$ cat config.mk
export PLATFORM = sky130hd
export DESIGN_NAME = div_issue_ctrl_flat
export DESIGN_NICKNAME = d
export VERILOG_FILES = /design/src/rtl/div_issue_ctrl_if.sv /design/src/rtl/div_issue_ctrl.sv /design/src/flat_wrapper.sv
export SDC_FILE = /design/constraint.sdc
export NUM_CORES = 1
export LEC_CHECK = 0
export BUFFER_PORTS_ARGS = -buffer_cell sky130_fd_sc_hd__buf_2
export CELL_PAD_IN_SITES_DETAIL_PLACEMENT = 0
export CELL_PAD_IN_SITES_GLOBAL_PLACEMENT = 1
export CORE_UTILIZATION = 35
export CTS_BUF_LIST = sky130_fd_sc_hd__clkbuf_2
export CTS_CLUSTER_SIZE = 20
export DETAILED_ROUTE_END_ITERATION = 12
export PLACE_DENSITY = 0.76
export SETUP_SLACK_MARGIN = 0.05
export SLEW_MARGIN = 40
export SYNTH_ARGS = -nofsm -noshare
export SYNTH_HDL_FRONTEND = slang
export SYNTH_SLANG_ARGS = --single-unit
export TNS_END_PERCENT = 20
$ cat constraint.sdc
create_clock -name clk -period 2.1 [get_ports clk]
set_input_delay 0.105 -clock clk [delete_from_list [all_inputs] [get_ports clk]]
set_output_delay 0.105 -clock clk [all_outputs]
set_load 0.005 [all_outputs]
$ cat src/rtl/div_issue_ctrl_if.sv
// Signal bundle between the divide issue controller, the EXU issue stage and the divider.
interface div_issue_ctrl_if;
    localparam int unsigned XLEN = 32;

    logic              req_valid;
    logic              req_ready;
    logic              req_signed;
    logic [XLEN-1:0]   req_a;
    logic [XLEN-1:0]   req_b;
    logic              flush;
    logic              resp_valid;
    logic [XLEN-1:0]   resp_hi;
    logic [XLEN-1:0]   resp_lo;
    logic              div_valid;
    logic [XLEN-1:0]   div_a;
    logic [XLEN-1:0]   div_b;
    logic              div_done;
    logic [2*XLEN-1:0] div_res;

    // Controller view.
    modport slave (
        input  req_valid, req_signed, req_a, req_b, flush, div_done, div_res,
        output req_ready, resp_valid, resp_hi, resp_lo, div_valid, div_a, div_b
    );

    // Issue stage plus divider view.
    modport master (
        output req_valid, req_signed, req_a, req_b, flush, div_done, div_res,
        input  req_ready, resp_valid, resp_hi, resp_lo, div_valid, div_a, div_b
    );
endinterface

$ cat src/rtl/div_issue_ctrl.sv
// DIV/DIVU issue controller: converts signed operands to magnitudes, drives the
// unsigned divider, applies sign correction and handles divide-by-zero and flush.
module div_issue_ctrl #(
    parameter logic [31:0] ZERO_DIV_LO = 32'hFFFF_FFFF
) (
    input logic             clk,
    input logic             reset,
    div_issue_ctrl_if.slave bus
);
    localparam int unsigned XLEN = 32;

    typedef enum logic [2:0] {
        S_IDLE,
        S_ISSUE,
        S_WAIT,
        S_FIX,
        S_DRAIN,
        S_ZERO
    } state_t;

    state_t          state_q, state_d;
    logic            sa_q, sa_d;
    logic            sb_q, sb_d;
    logic            drain_done_q, drain_done_d;
    logic [XLEN-1:0] orig_a_q, orig_a_d;
    logic            div_valid_q, div_valid_d;
    logic [XLEN-1:0] div_a_q, div_a_d;
    logic [XLEN-1:0] div_b_q, div_b_d;
    logic            resp_valid_q, resp_valid_d;
    logic [XLEN-1:0] resp_hi_q, resp_hi_d;
    logic [XLEN-1:0] resp_lo_q, resp_lo_d;

    logic            accept;
    logic            req_sa;
    logic            req_sb;
    logic [XLEN-1:0] quo;
    logic [XLEN-1:0] rem;

    assign accept = bus.req_valid && !bus.flush;
    assign req_sa = bus.req_signed & bus.req_a[XLEN-1];
    assign req_sb = bus.req_signed & bus.req_b[XLEN-1];
    assign quo    = bus.div_res[XLEN-1:0];
    assign rem    = bus.div_res[2*XLEN-1:XLEN];

    // Next-state and next-output decode.
    always_comb begin
        state_d      = state_q;
        sa_d         = sa_q;
        sb_d         = sb_q;
        drain_done_d = 1'b0;
        orig_a_d     = orig_a_q;
        div_valid_d  = 1'b0;
        div_a_d      = div_a_q;
        div_b_d      = div_b_q;
        resp_valid_d = 1'b0;
        resp_hi_d    = resp_hi_q;
        resp_lo_d    = resp_lo_q;

        case (state_q)
            S_IDLE: begin
                if (accept) begin
                    sa_d     = req_sa;
                    sb_d     = req_sb;
                    orig_a_d = bus.req_a;
                    div_a_d  = req_sa ? XLEN'(-bus.req_a) : bus.req_a;
                    div_b_d  = req_sb ? XLEN'(-bus.req_b) : bus.req_b;
                    if (bus.req_b == '0) begin
                        state_d = S_ZERO;
                    end else begin
                        state_d     = S_ISSUE;
                        div_valid_d = 1'b1;
                    end
                end
            end
            S_ISSUE: begin
                state_d = bus.flush ? S_DRAIN : S_WAIT;
            end
            // done is high while the divider idles, so it only counts from here on.
            S_WAIT: begin
                if (bus.div_done) begin
                    state_d      = bus.flush ? S_DRAIN : S_FIX;
                    drain_done_d = bus.flush;
                end else if (bus.flush) begin
                    state_d = S_DRAIN;
                end
            end
            S_FIX: begin
                state_d = S_IDLE;
                if (!bus.flush) begin
                    resp_valid_d = 1'b1;
                    resp_hi_d    = sa_q ? XLEN'(-rem) : rem;
                    resp_lo_d    = (sa_q ^ sb_q) ? XLEN'(-quo) : quo;
                end
            end
            // Divider cannot abort: wait for done, then one cycle for it to reach INIT.
            S_DRAIN: begin
                if (drain_done_q) begin
                    state_d = S_IDLE;
                end else begin
                    drain_done_d = bus.div_done;
                end
            end
            S_ZERO: begin
                state_d = S_IDLE;
                if (!bus.flush) begin
                    resp_valid_d = 1'b1;
                    resp_hi_d    = orig_a_q;
                    resp_lo_d    = ZERO_DIV_LO;
                end
            end
            default: begin
                state_d = S_IDLE;
            end
        endcase
    end

    always_ff @(posedge clk) begin
        if (reset) begin
            state_q      <= S_IDLE;
            sa_q         <= 1'b0;
            sb_q         <= 1'b0;
            drain_done_q <= 1'b0;
            orig_a_q     <= '0;
            div_valid_q  <= 1'b0;
            div_a_q      <= '0;
            div_b_q      <= '0;
            resp_valid_q <= 1'b0;
            resp_hi_q    <= '0;
            resp_lo_q    <= '0;
        end else begin
            state_q      <= state_d;
            sa_q         <= sa_d;
            sb_q         <= sb_d;
            drain_done_q <= drain_done_d;
            orig_a_q     <= orig_a_d;
            div_valid_q  <= div_valid_d;
            div_a_q      <= div_a_d;
            div_b_q      <= div_b_d;
            resp_valid_q <= resp_valid_d;
            resp_hi_q    <= resp_hi_d;
            resp_lo_q    <= resp_lo_d;
        end
    end

    assign bus.req_ready  = (state_q == S_IDLE);
    assign bus.div_valid  = div_valid_q;
    assign bus.div_a      = div_a_q;
    assign bus.div_b      = div_b_q;
    assign bus.resp_valid = resp_valid_q;
    assign bus.resp_hi    = resp_hi_q;
    assign bus.resp_lo    = resp_lo_q;
endmodule
$ cat src/flat_wrapper.sv
// flat-port wrapper written by rule: the top's interface ports become plain ports
module div_issue_ctrl_flat 
#(
    parameter logic [31:0] ZERO_DIV_LO = 32'hFFFF_FFFF
)
  (clk, reset, bus_req_valid, bus_req_signed, bus_req_a, bus_req_b, bus_flush, bus_div_done, bus_div_res, bus_req_ready, bus_resp_valid, bus_resp_hi, bus_resp_lo, bus_div_valid, bus_div_a, bus_div_b);
  div_issue_ctrl_if bus_i ();
  input logic clk;
  input logic reset;
  input wire logic [$bits(bus_i.req_valid)-1:0] bus_req_valid;
  input wire logic [$bits(bus_i.req_signed)-1:0] bus_req_signed;
  input wire logic [$bits(bus_i.req_a)-1:0] bus_req_a;
  input wire logic [$bits(bus_i.req_b)-1:0] bus_req_b;
  input wire logic [$bits(bus_i.flush)-1:0] bus_flush;
  input wire logic [$bits(bus_i.div_done)-1:0] bus_div_done;
  input wire logic [$bits(bus_i.div_res)-1:0] bus_div_res;
  output wire logic [$bits(bus_i.req_ready)-1:0] bus_req_ready;
  output wire logic [$bits(bus_i.resp_valid)-1:0] bus_resp_valid;
  output wire logic [$bits(bus_i.resp_hi)-1:0] bus_resp_hi;
  output wire logic [$bits(bus_i.resp_lo)-1:0] bus_resp_lo;
  output wire logic [$bits(bus_i.div_valid)-1:0] bus_div_valid;
  output wire logic [$bits(bus_i.div_a)-1:0] bus_div_a;
  output wire logic [$bits(bus_i.div_b)-1:0] bus_div_b;
  assign bus_i.req_valid = bus_req_valid;
  assign bus_i.req_signed = bus_req_signed;
  assign bus_i.req_a = bus_req_a;
  assign bus_i.req_b = bus_req_b;
  assign bus_i.flush = bus_flush;
  assign bus_i.div_done = bus_div_done;
  assign bus_i.div_res = bus_div_res;
  assign bus_req_ready = bus_i.req_ready;
  assign bus_resp_valid = bus_i.resp_valid;
  assign bus_resp_hi = bus_i.resp_hi;
  assign bus_resp_lo = bus_i.resp_lo;
  assign bus_div_valid = bus_i.div_valid;
  assign bus_div_a = bus_i.div_a;
  assign bus_div_b = bus_i.div_b;
  div_issue_ctrl #(.ZERO_DIV_LO(ZERO_DIV_LO)) u_core (.clk(clk), .reset(reset), .bus(bus_i));
endmodule
# ---- After elaboration in Yosys (flattened, before gate mapping)
# Cells that the tools add are included.
dict set report totals {
  inputBits 134
  register_bits 168
  out_inout_bits 131
}
dict set report classes {
  n_reduce_logical 11
  n_eq_ne 10
  mux 23
  addsub 4
  n_bitwise 6
}
# cell count
set ops {}
lappend ops {{32-bit 2-to-1 mux} 8}
lappend ops {{32-bit negation} 4}
lappend ops {{32-bit one-hot mux with 2 select lines} 2}
lappend ops {{32-bit zero test} 1}
lappend ops {{3-bit 2-to-1 mux} 7}
lappend ops {{3-bit one-hot mux with 4 select lines} 1}
lappend ops {{3-bit by 2-bit == test with 1-bit output (second input constant)} 2}
lappend ops {{3-bit == test (second input constant)} 2}
lappend ops {{3-bit AND reduction} 2}
lappend ops {{1-bit 2-to-1 mux} 4}
lappend ops {{2-bit by 1-bit != test with 1-bit output (second input constant)} 2}
lappend ops {{2-bit != test (second input constant)} 2}
lappend ops {{2-bit OR reduction} 2}
lappend ops {{3-bit by 1-bit == test with 1-bit output (second input constant)} 1}
lappend ops {{3-bit zero test} 1}
lappend ops {{3-bit != test (second input constant)} 1}
lappend ops {{1-bit inverter} 3}
lappend ops {{3-bit OR reduction} 1}
lappend ops {{1-bit AND} 2}
lappend ops {{1-bit one-hot mux with 2 select lines} 1}
lappend ops {{2-bit AND reduction} 1}
lappend ops {{2-bit nonzero test} 1}
lappend ops {{1-bit logical AND} 1}
lappend ops {{1-bit zero test} 1}
lappend ops {{1-bit XOR} 1}

# ---- Longest topological paths before layout
# Gate-level depths: netlist of run 1.
dict set report depth {
  ltp_word 4
  mapped_depth 9
  ltp_nobuf 8
}

# ---- Worst setup path before layout of run 1
# OpenSTA, ideal clock, no wires.
dict set report synth_path {
  path_kind {input to register}
  startpoint {in bus_req_a[0]}
  endpoint {reg u_core.div_a_q[30] (netlist: u_core.bus.div_a[30])}
  n_path_buf 1
  arrival_ns 1.908
  setup_slack_ns 0.107
  cell_stages 9
  path_cell_list {inv_1 -> ha_1 -> or4b_1 -> or2_1 -> clkbuf_1 -> nor4_2 -> a21oi_1 -> xnor2_1 -> a211oi_1}
}
dict set report synth_via {
  elab_chain_len 2
}
# item line
set synth_lines {}
lappend synth_lines {{start, declared} flat_wrapper.sv:12} ;# input wire logic [$bits(bus_i.req_a)-1:0] bus_req_a;
lappend synth_lines {{32-bit negation} div_issue_ctrl.sv:65} ;# div_a_d = req_sa ? XLEN'(-bus.req_a) : bus.req_a;
lappend synth_lines {{32-bit 2-to-1 mux} div_issue_ctrl.sv:65}
lappend synth_lines {{end signal, assigned} div_issue_ctrl.sv:137} ;# div_a_q <= div_a_d;
lappend synth_lines {{end, declared} div_issue_ctrl.sv:27} ;# logic [XLEN-1:0] div_a_q, div_a_d;
# No other way between the ends.
# A chain may end at the register's enable or synchronous reset.

# ---- Worst setup path after layout of run 1
dict set report layout_path {
  startpoint {in bus_div_res[24]}
  endpoint {reg u_core.resp_lo_q[30] (netlist: u_core.bus.resp_lo[30])}
}
dict set report layout_via {
  elab_chain_len 4
}
# item line
set layout_lines {}
lappend layout_lines {{start, declared} flat_wrapper.sv:16} ;# input wire logic [$bits(bus_i.div_res)-1:0] bus_div_res;
lappend layout_lines {{32-bit negation} div_issue_ctrl.sv:92} ;# resp_lo_d = (sa_q ^ sb_q) ? XLEN'(-quo) : quo;
lappend layout_lines {{32-bit 2-to-1 mux} div_issue_ctrl.sv:92}
lappend layout_lines {{32-bit 2-to-1 mux} div_issue_ctrl.sv:89} ;# if (!bus.flush) begin
lappend layout_lines {{32-bit one-hot mux with 2 select lines} div_issue_ctrl.sv:59} ;# case (state_q)
lappend layout_lines {{end signal, assigned} div_issue_ctrl.sv:141} ;# resp_lo_q <= resp_lo_d;
lappend layout_lines {{end, declared} div_issue_ctrl.sv:31} ;# logic [XLEN-1:0] resp_lo_q, resp_lo_d;
# No other way between the ends. The select of a mux whose other input is x is not followed.

==> results.ini, run 1 <==
[routing]
dr_total_vias = 9913
totalWireLength_um = 31380
drc = 0
drt_iter0_markers = 655
vias_per_cell = 5.204
post_drt_wl_per_cell_um = 16.47
dr.pass1.iters = 4
final_antenna_net_count = 0

[global_routing]
grt_max_degree = 51
antenna_found_initial = 1
grtUsageTotal_pct = 24.07
grt_pass1_vias = 9798
grt_pass1_wl_um = 49700
grt-ovfl-total = 0

[sta]
min_period_ps = 2056
final_max_slew_viol_count = 0
fmax_mhz = 486.3
worstMarginPinSlew_ps = 576.7
rsz0062_at_grt = no
fin_skew_ps = 61.30
final_critical_path_setup_slack_ps = 43.83
hold_violations = 0
finalSetupViolCount = 0
fin_crit_sh_pct = 97.91
relSlewSlack_pct = 61.46

[run_status]
status = complete, no violations

[synth]
avgSynthCellArea_um2 = 7.879
ys_seq_area_share_pct = 38.02
yosys_warnings = 0
ys.flop_type = dfxtp_1
synth_top_area_share_pct = 38.02
synth_area_leaders = dfxtp_1 (38%), nor2_1 (6.3%), nand2_1 (6.1%)
synth.net_count = 1254
synth.distinct_cells = 64
synth_edf_count = 0
synth_area_leader_cell = dfxtp_1
syn_area_um2 = 8793
async_flop_share_pct = 0
synth_cells = 1116
ys_ff_latch = 167

[layout]
layout_commonest_cell = buf_2
nets = 1706
area_delta_synth_final_pct = 47.95
drive_gt1_share_pct = 26.14
fillers = 2408
final_cell_mix = buf_2 (263), dlygate4sd3_1 (173), dfxtp_1 (162), nor2_1 (145), nand2_1 (143)

[critical_path]
cp_slowest_cell = dlygate4sd3_1
crit_path_start_kind = input pin
required_ps = 2820
worst_ep_arrival_time_ps = 2770
cp_num_buf_inv = 3
critPathTopFamily = buffers and inverters
crit_fanout = 4
critical_path_class = input pin to flip-flop
cp-end-kind = flip-flop
crit_chain = dlygate4sd3_1 -> buf_2 -> or4_4 -> or4_4 -> o21ai_1 -> xor2_1 -> dlygate4sd3_1 -> a211oi_1
cpPeakStageDelay_ps = 560

[clock_tree]
cts_tree = yes
clk_path_buf_depth = 2
cts_buffers = 17
cts.sinks = 167
clk_pin_slew_ps = 300
clk_latency_ps = 770
cts_max_level = 4
cts-root-buf = clkbuf_2

[power]
power_mw = 6.476
powerDensity_nw_per_um2 = 497.8
static-leakage-power_nw = 5.211
ir_worst_vdd_mv = 0.2905

[placement]
gp_congestion = 0.8578
dp_hpwl_um = 21890
portBuffers = 264
pre_cts_ws_ps = -81.24

[worst_hold_path]
hp-class = input pin to flip-flop

[floorplanning]
start_util_pct = 35.95
ios = 265
die_area_um2 = 25760
fp-row-count = 57
die_x_um = 160.5
die_y_um = 160.5
core_area_um2 = 24460

[run]
max_cap_viol_count = 0

timing repair:
item	in CTS	in global routing
setup endpoints to repair	0	36
buffers inserted	0	1
hold buffers	175	0
resized for setup	0	40
hold endpoints to repair	166	0
final timing paths:
path,slack [ps],startpoint,to,cells after the start
max,40,bus_div_res[24],u_core.bus.resp_lo[30]$_SDFFE_PP0P_,8
min,100,bus_div_res[37],u_core.bus.resp_hi[27]$_SDFFE_PP0P_,7
max reg2reg,110,u_core.sb_q$_SDFFE_PP0N_,u_core.bus.resp_lo[17]$_SDFFE_PP0P_,6
min reg2reg,470,u_core.orig_a_q[18]$_SDFFE_PP0N_,u_core.orig_a_q[18]$_SDFFE_PP0N_,2
cell families after synthesis:
| family | after synthesis | synth area share, % |
|---|---|---|
| AO/OA/AOI/OAI | 318 | 23.63 |
| XOR/XNOR | 102 | 10.16 |
| adder cells (fa/ha/maj) | 4 | 0.5692 |
| buffers and inverters | 89 | 3.884 |
| flip-flops | 167 | 38.02 |
| multiplexers | 6 | 0.6830 |
| AND/OR/NAND/NOR | 430 | 23.05 |
Yosys cell counts, drive strengths merged, types with 20 or more instances:
master,number
nand2,143
a211oi,65
xnor2,48
o31ai,26
nor3,20
clkbuf,66
xor2,54
nor2,147
nor4,23
a21oi,87
o21ai,60
dfxtp,167
layout make-up:
type                    count  area (µm²)  share of cell area [%]
inverters                  13       48.80                  0.3751
clock buffers              17       85.08                  0.6540
repair buffers            509        3720                   28.59
clock inverters            14       125.1                  0.9617
well taps                 324       405.4                   3.116
flip-flops and latches    167        3352                   25.76
diodes                      1       2.502                 0.01923
multi-input cells         860        5271                   40.52
metal layers:
metal	wire (µm)	global-route usage [%]
met3	1463	4.081
met1	13570	29.53
met5	0	0
met4	889	9.134
met2	15450	41.87
registers in the layout (all words and copies together), names as in the netlist:
name / flops
u_core.bus.div_a: 32
u_core.bus.div_b: 32
u_core.bus.div_valid: 1
u_core.bus.resp_hi: 32
u_core.bus.resp_lo: 32
u_core.bus.resp_valid: 1
u_core.drain_done_q: 1
u_core.orig_a_q: 31
u_core.sa_q: 1
u_core.sb_q: 1
u_core.state_q: 3
tightest hold or removal path, cell delays in order:
cell	delay, ps
buf_2	120
nor4_4	60
nand3_1	110
or4_4	160
a21boi_1	60
o21ai_1	120
a31oi_1	80
where the power goes:
group          switching, mW  internal [mW]
Clock                   1.24          0.430
Sequential            0.0754           3.30
Combinational          0.716          0.715
Total                   2.03           4.44
per-stage QoR:
stage                     instance area (µm²)  util (%)  hold WS [ps]  TNS, ps  cells
after global routing                    13010     53.18         65.57        0   1905
after CTS                               12820     52.43         9.119        0   1903
after detailed placement                10860     44.41         373.3   -313.6   1697
final                                   13010     53.18         103.3        0   1905
after floorplan                          8793         -         228.3        0   1116
after global placement                  10860     44.41         376.7   -50.58   1697
(Power assumes the default switching activity.)
==> run 2, diff against run 1 <==
--- a/config.mk
+++ b/config.mk
@@ -6,7 +6,7 @@
 export NUM_CORES = 1
 export LEC_CHECK = 0
 export BUFFER_PORTS_ARGS = -buffer_cell sky130_fd_sc_hd__buf_2
-export CELL_PAD_IN_SITES_DETAIL_PLACEMENT = 0
+export CELL_PAD_IN_SITES_DETAIL_PLACEMENT = 1
 export CELL_PAD_IN_SITES_GLOBAL_PLACEMENT = 1
 export CORE_UTILIZATION = 35
 export CTS_BUF_LIST = sky130_fd_sc_hd__clkbuf_2
==> run 2 against run 1 <==
Effect of this change:
- power up 4.8%
- via count increased by 4.5%
- worst hold slack gained 24 ps
- the flow now finishes with violations (negative setup slack)
- critical path type unchanged
- sequential share of layout area is 0.14 points lower
- first-iteration DRC count down 18%
- highest routed layer unchanged
==> results.ini, run 2 (same netlist as run 1, synthesis figures left out) <==
[layout]
layout_commonest_cell = buf_2
nets = 1703
fillers = 2963
area_delta_synth_final_pct = 48.76
drive_gt1_share_pct = 26.68
final_cell_mix = buf_2 (261), dlygate4sd3_1 (165), dfxtp_1 (162), nor2_1 (146), nand2_1 (142)
utilization_pct = 53.48

[critical_path]
cp-end-kind = flip-flop
r2r_cells = 6
crit_path_start_kind = input pin
crit_fanout = 5
r2r_setup_slack_ps = 130
r2r-start = u_core.sa_q$_SDFFE_PP0N_
critical_path_class = input pin to flip-flop
cpMostUsedCell = dlygate4sd3_1
cp_slowest_cell = dlygate4sd3_1
worst_ep_arrival_time_ps = 2820
required_ps = 2760
cpPeakStageDelay_ps = 570
startpoint = bus_req_b[5]
endpoint = u_core.bus.div_b[21]$_SDFFE_PP0N_
crit_chain = dlygate4sd3_1 -> buf_2 -> nor4_4 -> buf_4 -> nand3_1 -> o31ai_2 -> xor2_1 -> dlygate4sd3_1 -> a211oi_1
reg2reg_to = u_core.bus.resp_lo[12]$_SDFFE_PP0P_

[floorplanning]
core_area_um2 = 24460
fp-row-count = 57
ios = 265
start_util_pct = 35.95
die_y_um = 160.5
die_x_um = 160.5
die_area_um2 = 25760

[global_routing]
grtUsageTotal_pct = 28.14
grt_max_degree = 51
antenna_found_initial = 3
grt_pass1_wl_um = 57550
grt_pass1_vias = 10970
grt-ovfl-total = 0

[placement]
dp_hpwl_um = 23700
portBuffers = 264
gp_congestion = 0.8578

[clock_tree]
clk_pin_slew_ps = 260
cts.sinks = 167
cts_buffers = 17
cts_max_level = 4
clk_path_buf_depth = 2
clk_latency_ps = 770
cts-root-buf = clkbuf_2
cts_tree = yes

[sta]
rsz0062_at_grt = yes
hold_violations = 0
final_critical_path_setup_slack_ps = -51.77
fin_crit_sh_pct = 102.5
min_period_ps = 2152
fin_skew_ps = 52.74
worstMarginPinSlew_ps = 571.1
final_max_slew_viol_count = 0
finalSetupViolCount = 7
fmax_mhz = 464.7
relSlewSlack_pct = 61.84

[power]
power_mw = 6.788
ir_worst_vdd_mv = 0.2460
static-leakage-power_nw = 5.272
powerDensity_nw_per_um2 = 518.9

[routing]
post_drt_wl_per_cell_um = 19.59
totalWireLength_um = 37330
vias_per_cell = 5.437
final_antenna_net_count = 0
drc = 0
dr.pass1.iters = 4
drt_iter0_markers = 535
dr_total_vias = 10360

[run_status]
violations = negative setup slack
status = finished, violations left

[worst_hold_path]
worstHoldPathCells = 3
hp-class = input pin to flip-flop

[run]
max_cap_viol_count = 0

[run 2: cell types whose count changed in the layout (fill, tap and decap cells not counted), moves of 3 or more]
cell / delta
nor4_2: -3
o41ai_1: +3
o31ai_2: -3
clkinvlp_4: -3
nor3_1: -3
dlygate4sd3_1: -8
nor4_4: +5
buf_6: +3
o41ai_2: -4
buf_4: +6
[run 2: repair_timing]
item                                    in CTS  in global routing
buffers inserted                             0                  7
hold endpoints to repair                   166                  0
gates resized for setup                      0                 50
hold buffers                               169                  0
endpoints found under the setup margin       0                 48
[run 2: stage by stage]
step                      cell area (µm²)  setup slack [ps]  hold slack (ps)  TNS [ps]  instances
final                               13080            -51.77            127.1    -156.1       1905
after CTS                           12810             52.25           -11.81         0       1898
after global routing                13080            -128.3            111.7    -502.7       1905
after global placement              10860            -45.73            376.7    -50.58       1697
after floorplan                      8793             106.6            228.3         0       1116
after detailed placement            10860            -131.6            376.9    -484.4       1697
[run 2: per-layer routing]
| metal | global-route usage [%] | wire, µm | vias to the layer above | part of all wire [%] |
|---|---|---|---|---|
| met2 | 51.46 | 19180 | 320 | 51 |
| li1 | - | - | 4907 | - |
| met4 | 13.38 | 1600 | 0 | 4.3 |
| met3 | 4.365 | 1539 | 118 | 4.1 |
| met1 | 31.75 | 15000 | 5013 | 40 |
| met5 | 0 | 0 | - | 0 |
[run 2: report_power, final]
group	internal [mW]	switching (mW)	leakage [nW]
sequential	3.30	0.0794	1.36
combinational	0.704	0.780	3.76
clock	0.601	1.32	0.154
total	4.61	2.18	5.27
[run 2: critical path: cells and delay by family]
family | cells | cell delay (ps)
XOR/XNOR | 1 | 100
AO/OA/AOI/OAI | 2 | 600
buffers and inverters | 4 | 1510
AND/OR/NAND/NOR | 2 | 500
[run 2: layout make-up]
type	count	area, µm²	area share [%]
Clock inverter	13	160.2	1.224
Timing Repair Buffer	506	3679	28.12
Sequential cell	167	3352	25.62
Clock buffer	19	95.09	0.7269
Multi-Input combinational cell	860	5334	40.77
Inverter	13	48.80	0.3730
Antenna cell	3	7.507	0.05739
Tap cell	324	405.4	3.099
[run 2: worst min-delay path by stage]
stage                    start                             endpoint  slack, ps
6_report                 reset     u_core.bus.div_b[0]$_SDFFE_PP0N_        130
5_1_grt                  reset     u_core.bus.div_b[0]$_SDFFE_PP0N_        110
4_1_cts        bus_div_res[38]  u_core.bus.resp_hi[27]$_SDFFE_PP0P_        -10
3_5_place_dp             reset     u_core.bus.div_b[0]$_SDFFE_PP0N_        380
3_3_place_gp             reset     u_core.bus.div_b[0]$_SDFFE_PP0N_        380
2_1_floorplan    bus_req_b[31]      u_core.bus.div_valid$_SDFF_PP0_        230
==> run 3, diff against run 2 <==
--- a/config.mk
+++ b/config.mk
@@ -8,6 +8,8 @@
 export BUFFER_PORTS_ARGS = -buffer_cell sky130_fd_sc_hd__buf_2
 export CELL_PAD_IN_SITES_DETAIL_PLACEMENT = 1
 export CELL_PAD_IN_SITES_GLOBAL_PLACEMENT = 1
+export CORE_ASPECT_RATIO = 0.75
+export CORE_MARGIN = 1.5
 export CORE_UTILIZATION = 35
 export CTS_BUF_LIST = sky130_fd_sc_hd__clkbuf_2
 export CTS_CLUSTER_SIZE = 20
==> run 3 against run 2 <==
Effect of this change:
- the flow still finishes with violations (negative setup slack)
- utilization decreased by 1.7 points
- register-to-register slack worse by 40 ps
- flip-flop and latch count did not move
- global-route usage fell by 0.18 points
- via count is 1.1% lower
- sequential power about the same
- largest cell class unchanged
==> results.ini, run 3 (same netlist as run 1, synthesis figures left out) <==
[layout]
layout_commonest_cell = buf_2
drive_gt1_share_pct = 26.33
utilization_pct = 51.78
final_cell_mix = buf_2 (262), dfxtp_1 (163), dlygate4sd3_1 (154), nor2_1 (144), nand2_1 (142)
nets = 1690
area_delta_synth_final_pct = 46.26

[routing]
drc = 0
vias_per_cell = 5.374
totalWireLength_um = 37260
final_antenna_net_count = 0
dr_total_vias = 10240
dr.pass1.iters = 5
post_drt_wl_per_cell_um = 19.55
drt_iter0_markers = 533

[sta]
relSlewSlack_pct = 58.28
worstMarginPinSlew_ps = 625.2
fmax_mhz = 472.9
hold_violations = 0
fin_crit_sh_pct = 100.7
rsz0062_at_grt = yes
final_max_slew_viol_count = 0
min_period_ps = 2115
final_critical_path_setup_slack_ps = -14.84
fin_skew_ps = 50.47
finalSetupViolCount = 1

[worst_hold_path]
worstHoldPathCells = 4
hp-class = input pin to flip-flop

[power]
power_mw = 6.807
static-leakage-power_nw = 5.166
ir_worst_vdd_mv = 0.3381
powerDensity_nw_per_um2 = 529.2

[placement]
gp_congestion = 0.8928
pre_cts_ws_ps = -106.2
dp_hpwl_um = 24650
portBuffers = 264

[floorplanning]
ios = 265
die_area_um2 = 26090
core_area_um2 = 24840
fp-row-count = 50
die_y_um = 140.3
die_x_um = 186.0
start_util_pct = 35.41

[clock_tree]
cts_buffers = 17
clk_path_buf_depth = 2
cts_tree = yes
cts-root-buf = clkbuf_2
cts_max_level = 4
clk_pin_slew_ps = 280
cts.sinks = 167
clk_latency_ps = 800

[critical_path]
r2r_cells = 6
worst_ep_arrival_time_ps = 2860
critical_path_class = input pin to flip-flop
required_ps = 2840
r2r_setup_slack_ps = 90
crit_path_start_kind = input pin
crit_fanout = 3
cp-end-kind = flip-flop

[global_routing]
grt_pass1_vias = 10650
grtUsageMet3_pct = 5.122
antenna_found_initial = 3
grt_pass1_wl_um = 56900
grt-ovfl-total = 0
grtUsageTotal_pct = 27.96
grt.busiest_layer = met2
use_met2_pct = 47.41
grt_max_degree = 52
grt_use_met1_pct = 35.68

[run_status]
status = finished, violations left
violations = negative setup slack

[run]
max_cap_viol_count = 0

==> run 3: cell count changes in the layout (fill, tap and decap cells not counted), sizes merged <==
cell / delta
buf: -3
inv: -2
clkinv: +2
dlygate4sd3: -11
bufinv: +1
==> run 3: final timing paths <==
kind	startpoint	end
setup / recovery	bus_req_b[8]	u_core.bus.div_b[20]$_SDFFE_PP0N_
setup reg to reg	u_core.state_q[1]$_SDFFE_PP0P_	u_core.bus.div_b[4]$_SDFFE_PP0N_
hold / removal	bus_req_a[29]	u_core.orig_a_q[29]$_SDFFE_PP0N_
hold reg to reg	u_core.orig_a_q[18]$_SDFFE_PP0N_	u_core.orig_a_q[18]$_SDFFE_PP0N_
==> run 3: cell type report <==
class                      instances  area (µm²)
clock inverter                    14       171.4
tap                              338       422.9
multi-input combinational        860        5241
inverter                          13       48.80
sequential                       167        3356
antenna                            3       7.507
clock buffer                      18       90.09
fill                            3056       11980
timing repair buffer             493        3523
==> run 3: per-layer routing <==
metal / routed length (µm) / vias up
met5: 0 / -
met4: 860 / 0
met3: 1707 / 63
met2: 17960 / 301
met1: 16730 / 4999
li1: - / 4879
==> run 3: timing repair <==
action / 4_1_cts / 5_1_grt
hold buffers: 157 / 0
gates resized for setup: 1 / 32
gates cloned: 0 / 1
pin swaps: 0 / 8
hold endpoints to repair: 167 / 0
endpoints found under the setup margin: 6 / 30
setup buffers: 0 / 3
==> run 3: worst max-delay path, stage by stage <==
cell and delay (ps):
dlygate4sd3_1 550, buf_2 150, or4_4 560, nor4_4 300
nand2_1 110, o21a_1 200, xnor2_1 120, dlygate4sd3_1 560
a211oi_1 210
==> run 3: stage by stage <==
step	std cells	setup TNS (ps)	hold WS, ps	cell area, µm²
final	1906	-14.84	123.3	12860
after global routing	1906	-39.18	79.13	12860
after CTS	1901	0	48.42	12690
after detailed placement	1712	-323.6	394.3	10850
after global placement	1712	-17.73	394.6	10850
after floorplan	1116	0	228.3	8793
==> run 3: report_power, final <==
part,leakage [nW],total (mW),internal (mW),switching [mW]
Combinational,3.65,1.44,0.673,0.771
Clock,0.155,1.98,0.685,1.30
Sequential,1.36,3.38,3.30,0.0788
